### src/rtl/blake_pkg.sv
// Shared types and defaults for the miner work-loading path.
package blake_pkg;

  typedef enum logic [1:0] {
    HUNT   = 2'd0,
    LOAD   = 2'd1,
    CHECK  = 2'd2,
    COMMIT = 2'd3
  } rx_state_t;

  localparam logic [7:0]  SYNC_BYTE_DEFAULT = 8'hA5;
  localparam int unsigned TIMEOUT_DEFAULT   = 32'h0080_0000;

endpackage

### src/rtl/work_hold_reg.sv
// Valid/ready holding register: a load lands one cycle after load_vld.
// A load into a full, unaccepted register is dropped and flagged with err_overrun.
module work_hold_reg #(
  parameter int unsigned W = 416
) (
  input  logic         clk,
  input  logic         rst_n,
  input  logic         load_vld,
  input  logic [W-1:0] load_dat,
  output logic [W-1:0] data_out,
  output logic         data_valid,
  input  logic         data_ready,
  output logic         err_overrun
);

  logic can_load;

  assign can_load = !data_valid || data_ready;

  always_ff @(posedge clk or negedge rst_n) begin
    if (!rst_n) begin
      data_out    <= '0;
      data_valid  <= 1'b0;
      err_overrun <= 1'b0;
    end else begin
      err_overrun <= load_vld && !can_load;
      // A reload in the consume cycle keeps data_valid high.
      if (load_vld && can_load) begin
        data_out   <= load_dat;
        data_valid <= 1'b1;
      end else if (data_valid && data_ready) begin
        data_valid <= 1'b0;
      end
    end
  end

endmodule

### src/rtl/work_receive_framed.sv
// Framed work receiver: sync hunt, payload shift-in, optional XOR check, held output.
// Last byte in cycle N -> data_valid in N+2; a full holder drops new frames (err_overrun).
module work_receive_framed
  import blake_pkg::*;
#(
  parameter int unsigned PAYLOAD_BYTES  = 52,
  parameter int unsigned TIMEOUT_CYCLES = TIMEOUT_DEFAULT,
  parameter logic [7:0]  SYNC_BYTE      = SYNC_BYTE_DEFAULT,
  parameter bit          CHECK_EN       = 1'b1
) (
  input  logic                       clk,
  input  logic                       rst_n,
  input  logic                       rx_valid,
  input  logic [7:0]                 rx_byte,
  output logic [8*PAYLOAD_BYTES-1:0] data_out,
  output logic                       data_valid,
  input  logic                       data_ready,
  output logic                       err_timeout,
  output logic                       err_checksum,
  output logic                       err_overrun
);

  localparam int DW = 8 * PAYLOAD_BYTES;
  localparam int CW = $clog2(PAYLOAD_BYTES + 1);
  localparam int TW = $clog2(TIMEOUT_CYCLES + 1);
  localparam logic [CW-1:0] LAST_IDX = CW'(PAYLOAD_BYTES - 1);
  localparam logic [TW-1:0] TMO_MAX  = TW'(TIMEOUT_CYCLES);

  rx_state_t     state_q, state_d;
  logic [DW-1:0] buf_q, buf_d;
  logic [CW-1:0] cnt_q, cnt_d;
  logic [7:0]    xor_q, xor_d;
  logic [TW-1:0] tmr_q, tmr_d;
  logic          err_to_d, err_ck_d;
  logic          timed_out;
  logic          commit;

  assign timed_out = ((state_q == LOAD) || (state_q == CHECK)) && (tmr_q == TMO_MAX);
  assign commit    = (state_q == COMMIT);

  always_comb begin
    state_d  = state_q;
    buf_d    = buf_q;
    cnt_d    = cnt_q;
    xor_d    = xor_q;
    tmr_d    = tmr_q;
    err_to_d = 1'b0;
    err_ck_d = 1'b0;
    case (state_q)
      // COMMIT lasts one cycle and hunts like HUNT does.
      HUNT, COMMIT: begin
        state_d = HUNT;
        if (rx_valid && (rx_byte == SYNC_BYTE)) begin
          state_d = LOAD;
          cnt_d   = '0;
          xor_d   = 8'h00;
          tmr_d   = '0;
        end
      end
      LOAD: begin
        if (timed_out) begin
          state_d  = HUNT;
          err_to_d = 1'b1;
        end else if (rx_valid) begin
          buf_d = (buf_q << 8) | DW'(rx_byte);
          xor_d = xor_q ^ rx_byte;
          cnt_d = cnt_q + 1'b1;
          tmr_d = '0;
          if (cnt_q == LAST_IDX) begin
            state_d = CHECK_EN ? CHECK : COMMIT;
          end
        end else begin
          tmr_d = tmr_q + 1'b1;
        end
      end
      CHECK: begin
        if (timed_out) begin
          state_d  = HUNT;
          err_to_d = 1'b1;
        end else if (rx_valid) begin
          tmr_d = '0;
          if (rx_byte == xor_q) begin
            state_d = COMMIT;
          end else begin
            state_d  = HUNT;
            err_ck_d = 1'b1;
          end
        end else begin
          tmr_d = tmr_q + 1'b1;
        end
      end
      default: state_d = HUNT;
    endcase
  end

  always_ff @(posedge clk or negedge rst_n) begin
    if (!rst_n) begin
      state_q      <= HUNT;
      buf_q        <= '0;
      cnt_q        <= '0;
      xor_q        <= 8'h00;
      tmr_q        <= '0;
      err_timeout  <= 1'b0;
      err_checksum <= 1'b0;
    end else begin
      state_q      <= state_d;
      buf_q        <= buf_d;
      cnt_q        <= cnt_d;
      xor_q        <= xor_d;
      tmr_q        <= tmr_d;
      err_timeout  <= err_to_d;
      err_checksum <= err_ck_d;
    end
  end

  work_hold_reg #(
    .W(DW)
  ) u_hold (
    .clk        (clk),
    .rst_n      (rst_n),
    .load_vld   (commit),
    .load_dat   (buf_q),
    .data_out   (data_out),
    .data_valid (data_valid),
    .data_ready (data_ready),
    .err_overrun(err_overrun)
  );

endmodule

### config.mk
export PLATFORM = sky130hd
export DESIGN_NAME = work_receive_framed
export DESIGN_NICKNAME = d
export VERILOG_FILES = /design/src/rtl/blake_pkg.sv /design/src/rtl/work_hold_reg.sv /design/src/rtl/work_receive_framed.sv
export SDC_FILE = /design/constraint.sdc
export NUM_CORES = 1
export LEC_CHECK = 0
export ABC_AREA = 0
export CAP_MARGIN = 15
export CORE_AREA = 2 2 210 367
export CTS_CLUSTER_SIZE = 24
export DETAILED_ROUTE_END_ITERATION = 10
export DIE_AREA = 0 0 212 369
export MAX_ROUTING_LAYER = met4
export PLACE_DENSITY_LB_ADDON = 0.08
export SETUP_SLACK_MARGIN = 0.3
export SYNTH_ARGS = -nofsm -noshare
export SYNTH_HDL_FRONTEND = slang
export SYNTH_SLANG_ARGS = --single-unit
### constraint.sdc
create_clock -name clk -period 2.07 [get_ports clk]
set_input_delay 0.5175 -clock clk [delete_from_list [all_inputs] [get_ports clk]]
set_output_delay 0.5175 -clock clk [all_outputs]
set_load 0.005 [all_outputs]
==> impl_metrics.yaml, run 1 <==
outcome:
  outcome: "finished, violations left"
  violations: "setup timing"
final_layout:
  layout_common_cells: "1089 x nand2_1, 875 x dfrtp_1, 416 x mux2_2"
  n_antenna_cell: 0
  nets: 3563
  final_common_cell: "nand2_1"
  drive_above_1_share_pct: 29.7
  syn2layout_area_growth_pct: 35.2
  fillers: 6154
  fin_area_sq_um: 45400
die:
  num_rows: 133
  core_area_sq_um: 75100
  die_w_um: 212
  io_pins: 432
  die_y_um: 369
  start_util_pct: 44.7
  die_area_sq_um: 78200
worst_setup_path:
  required_ns: 2.57
  path_max_fanout: 8
  critPathKind: "reg -> reg"
  cp_cell_sequence: "ha_4 > nor4_4 > and4_4 > buf_6 > a21oi_4 > buf_12 > buf_16 > a21oi_1 > a211o_1"
  slowest_stage: "dfrtp_1"
  max_stage_delay_ns: 0.41
  cp-start-kind: "flop"
  end_kind: "flop"
  cp.arrival_ns: 2.58
pwr:
  p_leak_nw: 25.0
  p_per_area_nw_per_um2: 1030
  vdd.ir_drop.worst_v: 0.000744
timing:
  period_needed_ns: 2.08
  period_share_pct: 101
  relSlewSlack_pct: 62.9
  finalSetupViolCount: 1
  clock_skew_ns: 0.0201
  layout_setup_ws_ns: -0.0119
  whs_ns: 0.370
  tightestPinTransition_ns: 0.557
  finalSetupTns_ns: -0.0119
  rsz0062_at_grt: "true"
  drv_slew: 0
  hold_viol: 0
  fmax_ghz: 0.480
global_route:
  grt_pass1_vias: 24134
  grt_start_max_net_pins: 104
  antenna_found_initial: 0
  grt_first_pass_wirelength_um: 139000
  track_usage_pct: 23.5
  gr-total-overflow: 0
route:
  drt_iter0_drc: 1389
  vias: 23212
  drc: 0
  drt_pass1_iterations: 5
  wirelength_um: 93300
  routedLengthMet1_um: 37700
  top_layer_used: "met4"
  routed-wl-met2_um: 47500
  wl_met3_um: 5980
  antenna_left: 0
  viasPerCell: 5.03
  drt-wirelength-per-cell_um: 20.2
clock_tree:
  numCtsBuffers: 80
  clockBufferDepth: 3
  cts_tree: "built"
  htree_levels: 3
  cts.sinks: 876
  clk_pin_slew_ns: 0.07
  clk_latency_ns: 0.63
  root_buffer: "clkbuf_16"
yosys:
  yosys-mux-area-fraction_pct: 14.1
  synth-adder-area-share_pct: 0.224
  synth_top_family_by_area: "simple AND/OR/NAND/NOR gates"
  ys_seq_elements: 876
  synth-edff-count: 0
  ys_seq_area_share_pct: 65.3
  synth.net_count: 2947
  avgSynthCellArea_sq_um: 11.5
  synth_xor_area_share_pct: 0.287
  ys_types: 48
  synthFlopType: "dfrtp_1"
  synth_compound_area_share_pct: 1.70
  syn_inst: 2929
  yosysWarnings: 0
  synth_area_sq_um: 33600
  async_reset_ff_share_pct: 100
  synth-simple-area-share_pct: 15.9
placement:
  gp_routability_congestion: 0.857
  place_area_sq_um: 40400
  port_buffers: 431
  dp_hpwl_um: 59900
flow_run:
  drv_cap: 0
worst_hold_path:
  worstHoldPathType: "in -> async"
## report_power, final
part	leakage, nW	internal (W)	switching [W]
combinational	11.5	0.00546	0.00558
clock	1.38	0.00922	0.00660
sequential	12.1	0.0186	0.00137
total	25.0	0.0333	0.0136
## area by class of cell
class                           count  area (sq um)  share of cell area [%]
Clock buffer                      113          2360                    5.19
Clock inverter                     28           460                    1.01
Inverter                           10          37.5                  0.0827
Multi-Input combinational cell   1887         11700                    25.8
Sequential cell                   876         21900                    48.3
Tap cell                         1012          1270                    2.79
Timing Repair Buffer              690          7620                    16.8
## cell usage after synthesis, types with 4 or more instances
library cell	n	area share (%)
nand4_1	9	0.17
o21ai_0	29	0.43
a31oi_1	10	0.19
buf_6	5	0.17
nand2_1	1280	14
nor2_1	12	0.13
nor4_1	4	0.075
buf_4	13	0.29
xnor2_1	8	0.21
a21o_1	5	0.11
and4_1	8	0.21
clkbuf_1	35	0.39
buf_2	103	1.5
nor4b_1	8	0.21
ha_1	6	0.22
nand3_1	12	0.18
a211o_1	11	0.29
inv_1	10	0.11
mux2_2	417	14
dfrtp_1	876	65
a21oi_1	20	0.30
and3_1	7	0.13
## cells by family after synthesis
group	after synthesis
XOR/XNOR	11
adder cells (fa/ha/maj)	6
buffers and inverters	166
AND/OR/NAND/NOR	1359
AO/OA/AOI/OAI	91
multiplexers	420
flip-flops	876
## worst paths after layout
kind / startpoint / end / slack, ns / cells after the start
min in group clk: buf_q[414] / buf_q[414] / 0.48 / 2
max in group asynchronous: rst_n / u_hold.data_out[256] / 0.78 / 3
worst max-delay path: state_q[1] / xor_q[2] / -0.01 / 9
worst min-delay path: rst_n / u_hold.data_out[413] / 0.37 / 2
worst max register to register: state_q[1] / xor_q[2] / -0.01 / 9
worst min register to register: buf_q[414] / buf_q[414] / 0.48 / 2
## metal layers
metal / global-route usage (%) / up-vias
met2: 38.5 / 543
met3: 6.14 / 105
li1: - / 10731
met4: 6.77 / 0
met5: - / -
met1: 28.8 / 11833
## registers in the layout (all words and copies together) (netlist names)
signal,cells
err_timeout,1
u_hold.data_out,416
u_hold.err_overrun,1
tmr_q,24
buf_q,416
cnt_q,6
u_hold.data_valid,1
xor_q,8
state_q,2
err_checksum,1
## metrics by stage
stage / std cells / power [W] / setup slack [ns] / utilization [%]
global route: 4616 / 0.0488 / -0.0977 / 60.5
floorplan: 2929 / 0.0245 / 0.0350 / -
global placement: 4401 / 0.0285 / -0.795 / 53.8
finish: 4616 / 0.0468 / -0.0119 / 60.5
CTS: 4568 / 0.0453 / -0.00489 / 57.9
detailed placement: 4401 / 0.0288 / -0.801 / 53.8
## critical path: cells and delay by family (launching register included)
| kind | cells | cell delay (ns) |
|---|---|---|
| buffers and inverters | 3 | 0.50 |
| AO/OA/AOI/OAI | 3 | 0.51 |
| AND/OR/NAND/NOR | 2 | 0.24 |
| adder cells (fa/ha/maj) | 1 | 0.30 |
| flip-flops | 1 | 0.41 |
## repair_timing
item                                    CTS  global route
endpoints found under the hold margin    17             0
buffers inserted                         16            11
cloned                                    9            37
pin swaps                                 5            91
setup endpoints to repair              1233          1233
hold buffers                              1             0
resized for setup                       376           293
Note: power is estimated with default switching activity, not from simulation.
==> run 2, diff against run 1 <==
- SKIP_CTS_REPAIR_TIMING: unset -> 1
==> run 2 against run 1 <==
Net effect: the run still ends with setup timing left; hold slack improved by 0.0013 ns; final cell count fell by 0.74%; utilization fell by 1.5 points; setup slack got worse by 0.047 ns; sequential power barely moved; register-to-register slack got worse by 0.05 ns; non-clock buffer count fell by 34; first-iteration DRC count rose by 1.8%.
==> impl_metrics.yaml, run 2 (same netlist as run 1, synthesis figures left out) <==
final_layout:
  n_antenna_cell: 0
  syn2layout_area_growth_pct: 31.8
  final_common_cell: "nand2_1"
  drive_above_1_share_pct: 23.7
  nets: 3529
  reg_top3: "buf_q x416, u_hold.data_out x416, tmr_q x24"
  utilization_pct: 58.9
  multi_input_area_sq_um: 11000
  register_area_sq_um: 21900
  fillers: 6253
  layout_common_cells: "1236 x nand2_1, 875 x dfrtp_1, 418 x clkdlybuf4s50_1"
global_route:
  met3_usage_pct: 6.19
  busiest_layer: "met2"
  grt_pass1_vias: 23871
  track_usage_pct: 22.9
  grtUsageMet2_pct: 37.4
  antenna_found_initial: 0
  gr-total-overflow: 0
  grt_first_pass_wirelength_um: 136000
  grt_start_max_net_pins: 104
  use_met1_pct: 27.9
worst_setup_path:
  slowest_stage: "clkdlybuf4s50_1"
  r2r_start: "state_q[1]"
  max_stage_delay_ns: 0.54
  required_ns: 1.55
  cp_cell_sequence: "clkdlybuf4s50_1"
  crit_path_start: "u_hold.data_out[39]"
  cp.arrival_ns: 1.61
  end_kind: "output port"
  critPathKind: "reg -> out"
  cp-start-kind: "flop"
  path_max_fanout: 2
  critical_path_buf_inv_count: 1
  cp_top_family: "buffers and inverters"
route:
  viasPerCell: 5.00
  antenna_left: 0
  drt_iter0_drc: 1414
  drt_pass1_iterations: 7
  drc: 0
  vias: 22927
  drt-wirelength-per-cell_um: 19.7
  wirelength_um: 90100
clock_tree:
  clockBufferDepth: 3
  cts_tree: "built"
  clk_latency_ns: 0.63
  htree_levels: 3
  root_buffer: "clkbuf_16"
  numCtsBuffers: 80
  clk_pin_slew_ns: 0.07
  cts.sinks: 876
timing:
  finalSetupViolCount: 147
  tightestPinTransition_ns: 0.562
  drv_slew: 0
  period_needed_ns: 2.13
  period_share_pct: 103
  fmax_ghz: 0.470
  rsz0062_at_grt: "true"
  layout_setup_ws_ns: -0.0586
  hold_viol: 0
  relSlewSlack_pct: 62.5
  clock_skew_ns: 0.0231
  finalSetupTns_ns: -2.43
die:
  die_y_um: 369
  die_w_um: 212
  num_rows: 133
  start_util_pct: 44.7
  core_area_sq_um: 75100
  die_area_sq_um: 78200
  io_pins: 432
outcome:
  violations: "setup timing"
  outcome: "finished, violations left"
placement:
  dp_hpwl_um: 59900
  port_buffers: 431
  gp_routability_congestion: 0.857
worst_hold_path:
  worstHoldPathType: "in -> async"
pwr:
  p_per_area_nw_per_um2: 1030
  vdd.ir_drop.worst_v: 0.000743
  p_leak_nw: 23.1
flow_run:
  drv_cap: 0
[run 2: cell types whose count changed in the layout (fill, tap and decap cells not counted), sizes merged]
cell | previous run | this run
dlygate4sd2 | 157 | 0
clkdlybuf4s50 | 230 | 418
bufbuf | 1 | 0
clkdlybuf4s15 | 2 | 0
buf | 268 | 204
clkbuf | 144 | 146
[run 2: area by class of cell]
type / instances / area share [%]
Tap cell: 1012 / 2.86
Clock inverter: 28 / 1.04
Sequential cell: 876 / 49.6
Clock buffer: 113 / 5.33
Inverter: 10 / 0.0848
Multi-Input combinational cell: 1887 / 24.9
Timing Repair Buffer: 656 / 16.2
[run 2: where the power goes]
group	total, W	switching [W]	internal (W)
clock	0.0158	0.00655	0.00922
combinational	0.00979	0.00500	0.00479
sequential	0.0199	0.00131	0.0186
total	0.0455	0.0129	0.0326
[run 2: routing by layer]
metal | routed length (um) | vias to the layer above | part of all wire (%)
li1 | - | 10642 | -
met1 | 36800 | 11605 | 41
met2 | 45400 | 592 | 50
met3 | 6060 | 88 | 6.7
met4 | 1830 | 0 | 2.0
met5 | 0 | - | 0
[run 2: final timing paths]
kind                                              to  slack, ns  cells past startpoint
worst min-delay path            u_hold.data_out[413]       0.37                      2
min in group clk                          buf_q[414]       0.48                      2
worst min register to register            buf_q[414]       0.48                      2
max in group asynchronous                 buf_q[320]       0.77                      3
worst max register to register              xor_q[7]      -0.06                      7
worst max-delay path                    data_out[39]      -0.06                      1
[run 2: metrics by stage]
| stage | cells | cell area [sq um] | total power, W | setup slack (ns) | hold WS (ns) |
|---|---|---|---|---|---|
| 5_1_grt | 4582 | 44200 | 0.0475 | -0.144 | 0.376 |
| 4_1_cts | 4542 | 43200 | 0.0447 | -0.262 | -0.250 |
| 3_3_place_gp | 4401 | 40400 | 0.0285 | -0.795 | 0.435 |
| 6_report | 4582 | 44200 | 0.0455 | -0.0586 | 0.371 |
| 2_1_floorplan | 2929 | 33800 | 0.0245 | 0.0350 | 0.222 |
| 3_5_place_dp | 4401 | 40400 | 0.0288 | -0.801 | 0.430 |
==> run 3, diff against run 2 <==
- PLACE_DENSITY: unset -> 0.81
- PLACE_DENSITY_LB_ADDON: 0.08 -> unset
==> run 3 against run 2 <==
Net effect: the run still ends with setup timing left; first-iteration DRC count grew 8.0%; final cell count rose by 0.20%; sequential cell count stayed put; sequential share of layout area fell by 0.84 points; combinational power is 12% higher; maximum frequency decreased by 5.9%; count of clock-buffer cells in the layout decreased by 7; clock skew grew 0.0020 ns; clock power hardly changed; utilization is 1.0 points higher; critical endpoint is now xor_q[3]; largest power group unchanged.
==> impl_metrics.yaml, run 3 (same netlist as run 1, synthesis figures left out) <==
global_route:
  grt_start_max_net_pins: 84
  grt_first_pass_wirelength_um: 134000
  gr-total-overflow: 0
  antenna_found_initial: 0
  track_usage_pct: 22.8
  grt_pass1_vias: 23473
final_layout:
  multi_input_area_sq_um: 11400
  layout_common_cells: "1168 x nand2_1, 876 x dfrtp_1, 427 x clkdlybuf4s50_1"
  fin_area_sq_um: 45000
  nets: 3534
  final_common_cell: "nand2_1"
  fillers: 5594
  reg_top3: "buf_q x416, u_hold.data_out x416, tmr_q x24"
  drive_above_1_share_pct: 25.7
  n_antenna_cell: 0
  register_area_sq_um: 21900
  syn2layout_area_growth_pct: 34.1
timing:
  clock_skew_ns: 0.0250
  finalSetupTns_ns: -36.80
  drv_slew: 0
  period_share_pct: 109
  hold_viol: 0
  rsz0062_at_grt: "true"
  relSlewSlack_pct: 68.6
  tightestPinTransition_ns: 0.471
  period_needed_ns: 2.26
  finalSetupViolCount: 498
  layout_setup_ws_ns: -0.193
  fmax_ghz: 0.442
  whs_ns: 0.403
worst_setup_path:
  critPathKind: "reg -> reg"
  path_max_fanout: 8
  end_kind: "flop"
  cp.arrival_ns: 2.81
  required_ns: 2.61
  cp-start-kind: "flop"
route:
  viasPerCell: 5.14
  drt_iter0_drc: 1527
  drt-wirelength-per-cell_um: 21.1
  vias: 23590
  drt_pass1_iterations: 6
  antenna_left: 0
  drc: 0
  wirelength_um: 97000
clock_tree:
  clk_latency_ns: 0.66
  clk_pin_slew_ns: 0.07
  clockBufferDepth: 3
  cts.sinks: 876
  root_buffer: "clkbuf_16"
  numCtsBuffers: 78
  cts_tree: "built"
  htree_levels: 3
die:
  die_y_um: 369
  die_area_sq_um: 78200
  core_area_sq_um: 75100
  num_rows: 133
  die_w_um: 212
  io_pins: 432
  start_util_pct: 44.7
placement:
  dp_hpwl_um: 59500
  gp_routability_congestion: 0.881
  place_area_sq_um: 40100
  port_buffers: 431
worst_hold_path:
  worstHoldPathType: "in -> async"
outcome:
  outcome: "finished, violations left"
  violations: "setup timing"
pwr:
  p_per_area_nw_per_um2: 1030
  vdd.ir_drop.worst_v: 0.00103
  total_power_w: 0.0465
  p_leak_nw: 23.4
flow_run:
  drv_cap: 0
run 3: cell type report:
cell class / instances / area share [%]
clock buffers: 106 / 5.03
well taps: 1012 / 2.81
flip-flops and latches: 876 / 48.7
inverters: 10 / 0.0834
repair buffers: 662 / 17.0
multi-input cells: 1888 / 25.3
clock inverters: 37 / 1.05
run 3: worst paths after layout:
kind,slack (ns),end,start,cells past startpoint
worst max-delay path,-0.19,xor_q[3],tmr_q[1],12
worst min-delay path,0.40,buf_q[156],rst_n,2
worst max register to register,-0.19,xor_q[3],tmr_q[1],12
worst min register to register,0.47,buf_q[410],buf_q[410],2
max in group asynchronous,0.81,u_hold.data_out[241],rst_n,4
min in group clk,0.47,buf_q[410],buf_q[410],2
run 3: through the flow:
stage	instances	utilization (%)	setup WS (ns)
after floorplan	2929	-	0.0350
after global placement	4376	53.4	-0.474
after detailed placement	4376	53.4	-0.492
after CTS	4519	57.1	-0.188
after global routing	4591	60.0	-0.274
final	4591	60.0	-0.193
run 3: report_power, final:
group / internal, W / switching (W) / leakage, nW
combinational: 0.00535 / 0.00570 / 9.97
sequential: 0.0186 / 0.00130 / 12.1
clock: 0.00887 / 0.00665 / 1.34
run 3: worst max-delay path: stages (launching register included):
cell and delay (ns):
dfrtp_1 0.36, inv_2 0.06, ha_4 0.16, nor4bb_4 0.14, buf_4 0.14, and4_4 0.20
buf_6 0.12, a21oi_4 0.22, buf_12 0.17, buf_6 0.11, clkbuf_16 0.17, a21oi_1 0.07
a211o_1 0.22
run 3: layer usage:
| metal | up-vias | global-route usage (%) | share of wire, % |
|---|---|---|---|
| li1 | 10695 | - | - |
| met1 | 11956 | 26.1 | 38 |
| met2 | 707 | 38.0 | 51 |
| met3 | 232 | 4.81 | 5.4 |
| met4 | 0 | 11.2 | 5.2 |
| met5 | - | - | 0 |
